File: src/rtl/pc_link_controller.sv
// Sequencer for the PC cache/loader unit: saves the PC to memory as two bytes,
// loads it back as two bytes, or does both in order for a CALL.
module pc_link_controller #(
    parameter int ADDR_W = 16,
    parameter int STEP   = 1
) (
    input  logic              clock,
    input  logic              reset,
    input  logic              op_valid,
    output logic              op_ready,
    input  logic [1:0]        op_code,
    input  logic [ADDR_W-1:0] save_addr,
    input  logic [ADDR_W-1:0] load_addr,
    input  logic              mem_ack,
    output logic [ADDR_W-1:0] mem_addr,
    output logic              mem_read,
    output logic              mem_write,
    output logic              cache_write,
    output logic              loader_select,
    output logic              pc_load,
    output logic              busy,
    output logic              done
);

    typedef enum logic [2:0] {
        S_IDLE,
        S_SNAP,
        S_SAVE_HI,
        S_SAVE_LO,
        S_LOAD_HI,
        S_LOAD_LO,
        S_FIN
    } state_t;

    localparam logic [ADDR_W-1:0] STEP_V = ADDR_W'(STEP);

    state_t            r_state;
    state_t            w_next;
    logic [ADDR_W-1:0] r_save_addr;
    logic [ADDR_W-1:0] r_load_addr;
    logic              r_is_call;
    logic              w_accept;

    assign w_accept = op_valid && (r_state == S_IDLE);

    // NOTE: state is updated with non-blocking assignments so every flop samples pre-edge values.
    always_ff @(posedge clock or posedge reset) begin
        if (reset) begin
            r_state     <= S_IDLE;
            r_save_addr <= '0;
            r_load_addr <= '0;
            r_is_call   <= 1'b0;
        end else begin
            r_state <= w_next;
            if (w_accept) begin
                r_save_addr <= save_addr;
                r_load_addr <= load_addr;
                r_is_call   <= (op_code == 2'b10);
            end
        end
    end

    // NOTE: every output gets a default before the case so no path can infer a latch.
    always_comb begin
        w_next        = r_state;
        op_ready      = 1'b0;
        mem_addr      = '0;
        mem_read      = 1'b0;
        mem_write     = 1'b0;
        cache_write   = 1'b0;
        loader_select = 1'b0;
        pc_load       = 1'b0;
        done          = 1'b0;
        case (r_state)
            S_IDLE: begin
                op_ready = 1'b1;
                if (op_valid) begin
                    case (op_code)
                        2'b00, 2'b10: w_next = S_SNAP;
                        2'b01:        w_next = S_LOAD_HI;
                        default:      w_next = S_FIN;
                    endcase
                end
            end
            S_SNAP: begin
                cache_write = 1'b1;
                w_next      = S_SAVE_HI;
            end
            S_SAVE_HI: begin
                mem_write = 1'b1;
                mem_addr  = r_save_addr;
                if (mem_ack) w_next = S_SAVE_LO;
            end
            S_SAVE_LO: begin
                mem_write     = 1'b1;
                loader_select = 1'b1;
                mem_addr      = r_save_addr + STEP_V;
                if (mem_ack) w_next = r_is_call ? S_LOAD_HI : S_FIN;
            end
            S_LOAD_HI: begin
                mem_read      = 1'b1;
                loader_select = 1'b1;
                mem_addr      = r_load_addr;
                if (mem_ack) w_next = S_LOAD_LO;
            end
            S_LOAD_LO: begin
                // The only output that depends on an input: the PC takes {upper, mem_out} in the ack cycle.
                mem_read = 1'b1;
                mem_addr = r_load_addr + STEP_V;
                pc_load  = mem_ack;
                if (mem_ack) w_next = S_FIN;
            end
            S_FIN: begin
                done   = 1'b1;
                w_next = S_IDLE;
            end
            default: w_next = S_IDLE;
        endcase
    end

    assign busy = (r_state != S_IDLE);

endmodule

File: config.mk
export PLATFORM = sky130hd
export DESIGN_NAME = pc_link_controller
export DESIGN_NICKNAME = d
export VERILOG_FILES = /design/src/rtl/pc_link_controller.sv
export SDC_FILE = /design/constraint.sdc
export NUM_CORES = 1
export LEC_CHECK = 0
export BUFFER_PORTS_ARGS = -buffer_cell sky130_fd_sc_hd__buf_2
export CAP_MARGIN = 20
export CORE_MARGIN = 10
export CORE_UTILIZATION = 44
export DETAILED_ROUTE_END_ITERATION = 10
export HOLD_SLACK_MARGIN = 0.05
export PLACE_DENSITY = 0.71
export SLEW_MARGIN = 20
export SYNTH_ARGS = -nofsm -noshare
export SYNTH_HDL_FRONTEND = slang
export SYNTH_SLANG_ARGS = --single-unit
File: constraint.sdc
create_clock -name clock -period 2.45 [get_ports clock]
set_clock_uncertainty 0.1 [all_clocks]
set_input_delay 0.49 -clock clock [delete_from_list [all_inputs] [get_ports clock]]
set_output_delay 0.49 -clock clock [all_outputs]
set_load 0.05 [all_outputs]
==> run metrics, run 1 <==
clock latency on the worst-skew pair 0.29 ns; switch share 51.3%; final setup margin -0.314 ns; Distinct cells, synth 45; RSZ-0062 raised after global routing true; internal power 2.43 mW; Site Rows 26; root buf cell clkbuf_8; critical path class flop to output port; Syn Nets 346; post-synthesis register bit count 36; CP Capture Type output port; post-DP HPWL 5.33 mm; Worst-path clk slew 0.07 ns; Post-Syn Instances 307; setup TNS -3.23 ns; clk buf depth 2; Async SR Flop Fraction 100%; slew margin rel. 67.6%; Comb pwr share 67.1%; failing checks negative setup slack; top cell type's share of synthesized area 37.2%; worst-margin pin slew 0.486 ns; first-pass GRT wire length 12.2 mm; Post-synth EDFFs 0; outcome finished with violations; sequential share of the synthesized area 37.2%; PD cells 1390 nW/µm²; CP Data Arrival Time 2.17 ns; Mapped Area 2420 µm²; final hold viol count 0; Die Area 8860 µm²; # DRC 0; P_leak 1.76 nW; vias per std cell 5.21; largest net degree at the start of global routing 37; Nets 439; DR pass1 iterations 4; Clk pwr share 9.0%; area leader, netlist dfrtp_1; Reg power frac 23.9%; Die X 94.1 µm; clk sink count 36; max-cap violation count 0; Slew Viols, Final 0; uppermost layer routed met4; met3 routed WL 484 µm; most frequent cell after synthesis nand2_1; final worst-path cycle share 113%; Util after Layout 69.0%; initial antenna violation count 0; routability cong. 0.836; layout cells sized above 1 40.9%; top_reg_cell synth dfrtp_1; Worst Setup Start Kind flop; Worst VDD drop 0.826 mV; Switching Power 2.56 mW; Wirelength per Cell 16.0 µm; f_max 362 MHz; yosys warns 0; # setup viols final 15; I/O Buffers 61; hold crit path type input pin to async pin; Commonest cells post-synth nand2_1 (119), dfrtp_1 (36), o22ai_1 (14); cts bufs inserted 5; Met2 Wirelength 3.90 mm; Initial Util 46.5%; area added between synthesis and finish 48.5%; Core Region 5200 µm²; Max H-tree Level 2; Mapped Avg Cell Area 7.88 µm²; CTS tree yes; Chip Height 94.1 µm; drt total wl 7.54 mm; Synth area leaders dfrtp_1 (37%), nand2_1 (18%), xor2_1 (4.3%), xnor2_1 (4.0%), o22ai_1 (3.6%); CTS Hold Bufs 0; gr usage total 17.0%; vias in the first global route 2494; DRT antenna net count 0; Vias 2454; Crit Path Max Fanout 5; ANT cells 0; DRT iter0 DRCs 161; WL met1 3.01 mm; Critical Path RT 1.86 ns; # IOs 62; post-layout min period 2.76 ns; grt total ovfl 0; overall power 4.99 mW
[critical path, stage by stage, from the launching register on]
cell and delay (ns):
dfrtp_2 0.45, buf_6 0.13, nand3b_4 0.10, buf_4 0.13
mux2i_4 0.30, o2111ai_4 0.21, xor2_1 0.27, o22ai_4 0.11
buf_6 0.17
[routing by layer]
metal	global-route usage, %	up-vias
met5	0	-
met3	5.04	14
met4	5.95	0
li1	-	1208
met2	28.4	74
met1	20.2	1158
[through the flow]
stage / instances / area (µm²) / hold slack (ns) / setup WS, ns
3_5_place_dp: 457 / 3160 / 0.371 / -0.121
2_1_floorplan: 307 / 2610 / 0.339 / -0.173
6_report: 471 / 3590 / 0.196 / -0.314
5_1_grt: 471 / 3590 / 0.251 / -0.431
3_3_place_gp: 457 / 3160 / 0.358 / -0.0746
4_1_cts: 465 / 3450 / 0.212 / -0.300
[placed cells by master (no fill, tap or decap), types with 3 or more instances in the layout]
master	n
nand2_1	114
o22ai_1	3
buf_4	39
o22ai_4	8
dfrtp_1	35
and3_1	7
buf_8	3
o21ai_0	7
o22ai_2	3
a31oi_1	3
xnor2_2	6
a21oi_1	3
clkbuf_8	6
xor2_2	7
nand2_2	4
xnor2_1	5
nor2_1	10
nand3_1	9
inv_1	6
nand4_1	3
nor3_4	4
nor3_1	3
buf_6	17
buf_2	45
xor2_1	5
[timing repair]
item	in CTS	in global routing
endpoints found under the hold margin	0	0
gates resized for setup	49	21
endpoints found under the setup margin	15	16
setup buffers	0	6
pin swaps	12	8
[final cells by class]
cell class	count	area, µm²
multi-input cells	246	1730
fillers	432	1610
flip-flops and latches	36	902
repair buffers	104	754
clock buffers	8	90.1
well taps	70	87.6
inverters	7	31.3
[power groups by stage]
stage / combinational [mW] / sequential, mW / clock [mW]
floorplan: 2.19 / 1.13 / 0
global placement: 2.91 / 1.15 / 0
detailed placement: 2.95 / 1.16 / 0
CTS: 3.24 / 1.17 / 0.457
global route: 3.59 / 1.23 / 0.493
finish: 3.35 / 1.19 / 0.450
[logic make-up (layout without fill, tap and decap cells)]
logic type               count (synthesis)  in the layout  synth area share (%)
AND/OR/NAND/NOR                        173            173                  32.6
AO/OA/AOI/OAI                           43             43                  12.6
flip-flops                              36             36                  37.2
buffers and inverters                   25            119                  5.59
XOR/XNOR                                23             23                  8.33
multiplexers                             6              6                  3.10
adder cells (fa/ha/maj)                  1              1                 0.517
[final timing paths]
path	depth (start not counted)	from	slack [ns]	endpoint
max	8	r_state[2]	-0.31	mem_addr[12]
min	3	reset	0.20	r_save_addr[15]
max reg2reg	6	r_state[1]	0.84	r_save_addr[1]
min reg2reg	2	r_is_call	0.40	r_is_call
max in group asynchronous	3	reset	1.69	r_state[2]
min in group clock	3	save_addr[11]	0.27	r_save_addr[11]
[flip-flops by register name, summed over array words and instances, names as in the netlist]
| register | flops |
|---|---|
| r_is_call | 1 |
| r_state | 3 |
| r_save_addr | 16 |
| r_load_addr | 16 |
No activity file was read; power rests on OpenSTA's default activity.
==> run 2, diff against run 1 <==
CORE_UTILIZATION = 40   (was 44)
PLACE_DENSITY = 0.65   (was 0.71)
==> run 2 against run 1 <==
The run still ends with negative setup slack left; critical path depth grew 2; maximum frequency grew 0.25%; largest power group unchanged; clock-buffer cell count down 3; sequential power barely moved.
==> run metrics, run 2 (synthesis results as in run 1) <==
Initial Util 41.1% (-5.4 points); Die X 97.8 µm (+3.8%); overall power 5.06 mW (+1.5%); clk buf depth 2 (unchanged); Die Area 9560 µm² (+7.8%); final hold viol count 0 (unchanged); vias per std cell 5.23 (+0.30%); drt total wl 7.43 mm (-1.3%); CP Data Arrival Time 2.17 ns (about the same); DRT antenna net count 0 (unchanged); GR met3 Demand/Resource 4.02% (-1.0 points); Worst-path clk slew 0.08 ns (about the same); post-DP HPWL 5.49 mm (+3.0%); post-layout min period 2.76 ns (-0.00697 ns); hold crit path type input pin to async pin; internal power 2.50 mW (+2.7%); DRT iter0 DRCs 104 (-35%); setup TNS -3.08 ns (+0.148 ns); P_leak 1.74 nW (-1.3%); CP Capture Type output port; f_max 363 MHz (+0.25%); RSZ-0062 raised after global routing true; met1 global-route usage 18.0% (-2.2 points); max-cap violation count 0 (unchanged); CTS tree yes; Nets 432 (-1.6%); commonest non-fill, non-tap cell in the layout nand2_1; Vias 2451 (-0.12%); Chip Height 97.8 µm (+3.8%); Placed Area 3140 µm² (-0.51%); failing checks negative setup slack; critical path class flop to output port; busiest grt layer met2; Worst Setup Start Kind flop; Comb pwr share 66.4% (-0.7 points); Reg2Reg Setup Slack 0.62 ns (-0.22 ns); # setup viols final 14 (-1); Place WS -0.0998 ns (+0.0211 ns); gr usage total 15.4% (-1.6 points); CTS Hold Bufs 0 (unchanged); grt total ovfl 0 (unchanged); Core Region 5890 µm² (+13%); layout cells sized above 1 39.3% (-1.6 points); worst-margin pin slew 0.482 ns (-0.00449 ns); Worst VDD drop 0.826 mV (about the same); outcome finished with violations; Reg power frac 22.9% (-1.0 points); top flop regs r_load_addr (16), r_save_addr (16), r_state (3); final worst-path cycle share 113% (-0.28 points); # IOs 62 (unchanged); Wirelength per Cell 15.9 µm (-0.92%); Site Rows 28 (+7.7%); switch share 50.7% (-0.58 points); PD cells 1430 nW/µm² (+2.8%); R2R cell count 7 (+1); DR pass1 iterations 4 (unchanged); routing usage on met2 26.7% (-1.8 points); largest net degree at the start of global routing 37 (unchanged); Critical Path RT 1.86 ns (about the same); Clk pwr share 10.6% (+1.6 points); Crit Path Max Fanout 5 (unchanged); reg2reg start r_state[0]; Slew Viols, Final 0 (unchanged); clk sink count 36 (unchanged); final setup margin -0.307 ns (+0.00697 ns); initial antenna violation count 0 (unchanged); final non-filler cell area 3550 µm² (-1.3%); most frequent cells in the layout nand2_1 (114), buf_2 (45), buf_4 (36); slew margin rel. 67.9% (+0.30 points); first-pass GRT wire length 12.5 mm (+2.0%); area added between synthesis and finish 46.6%; vias in the first global route 2514 (+0.80%); Util after Layout 60.2% (-8.8 points); cts bufs inserted 5 (unchanged); # DRC 0 (unchanged); worst r2r dst r_load_addr[9]; root buf cell clkbuf_8; routability cong. 0.843 (+0.87%); I/O Buffers 61 (unchanged); ANT cells 0 (unchanged); Switching Power 2.57 mW (+0.31%); Max H-tree Level 2 (unchanged); clock latency on the worst-skew pair 0.29 ns (about the same)
run 2: cell count changes in the layout (fill, tap and decap cells not counted), moves of 2 or more:
cell / before / now
buf_6: 17 / 12
clkbuf_1: 2 / 0
xnor2_4: 0 / 2
buf_4: 39 / 36
xor2_2: 7 / 5
xor2_1: 5 / 7
xnor2_2: 6 / 4
run 2: repair_timing:
item	in CTS	in global routing
buffers inserted	2	0
gates resized for setup	45	20
pin swaps	10	6
setup endpoints to repair	15	16
run 2: how the worst max path moves through the flow:
stage	slack, ns	cells after the start	to	start
final	-0.31	10	mem_addr[4]	r_state[0]
after global routing	-0.38	10	mem_addr[4]	r_state[1]
after CTS	-0.26	10	mem_addr[4]	r_state[1]
after detailed placement	-0.1	9	mem_addr[12]	r_state[2]
after global placement	-0.05	9	mem_addr[12]	r_state[1]
after floorplan	-0.17	7	mem_addr[1]	r_state[0]
run 2: metrics by stage:
stage               instances  hold WS, ns
finish                    469        0.190
detailed placement        459        0.389
floorplan                 307        0.339
global route              469        0.242
global placement          459        0.351
CTS                       469        0.201
run 2: power by group through the flow:
stage | registers [mW] | clock network, mW | logic [mW]
2_1_floorplan | 1.13 | 0 | 2.19
3_3_place_gp | 1.14 | 0 | 2.92
3_5_place_dp | 1.15 | 0 | 2.97
4_1_cts | 1.15 | 0.547 | 3.26
5_1_grt | 1.20 | 0.577 | 3.62
6_report | 1.16 | 0.539 | 3.36
run 2: metal layers:
layer	vias up	share of wire, %	wire length, µm
met5	-	0	0
met4	0	1.6	120
met3	12	5.5	409
met2	60	51	3770
met1	1174	42	3130
li1	1205	-	-
run 2: final cells by class:
type                       count  area (µm²)
inverter                       7        26.3
fill                         535        2340
multi-input combinational    246        1720
sequential                    36         902
timing repair buffer          97         696
clock inverter                 3        42.5
tap                           75        93.8
clock buffer                   5        68.8
run 2: critical path: stages, from the launching register on:
cell and delay, ns:
dfrtp_1 0.43, and3b_2 0.27, nand2_2 0.08, nand2_2 0.06, ha_4 0.15, and2_4 0.16
buf_6 0.14, o21ai_4 0.09, xor2_2 0.23, o22ai_4 0.10, buf_6 0.16
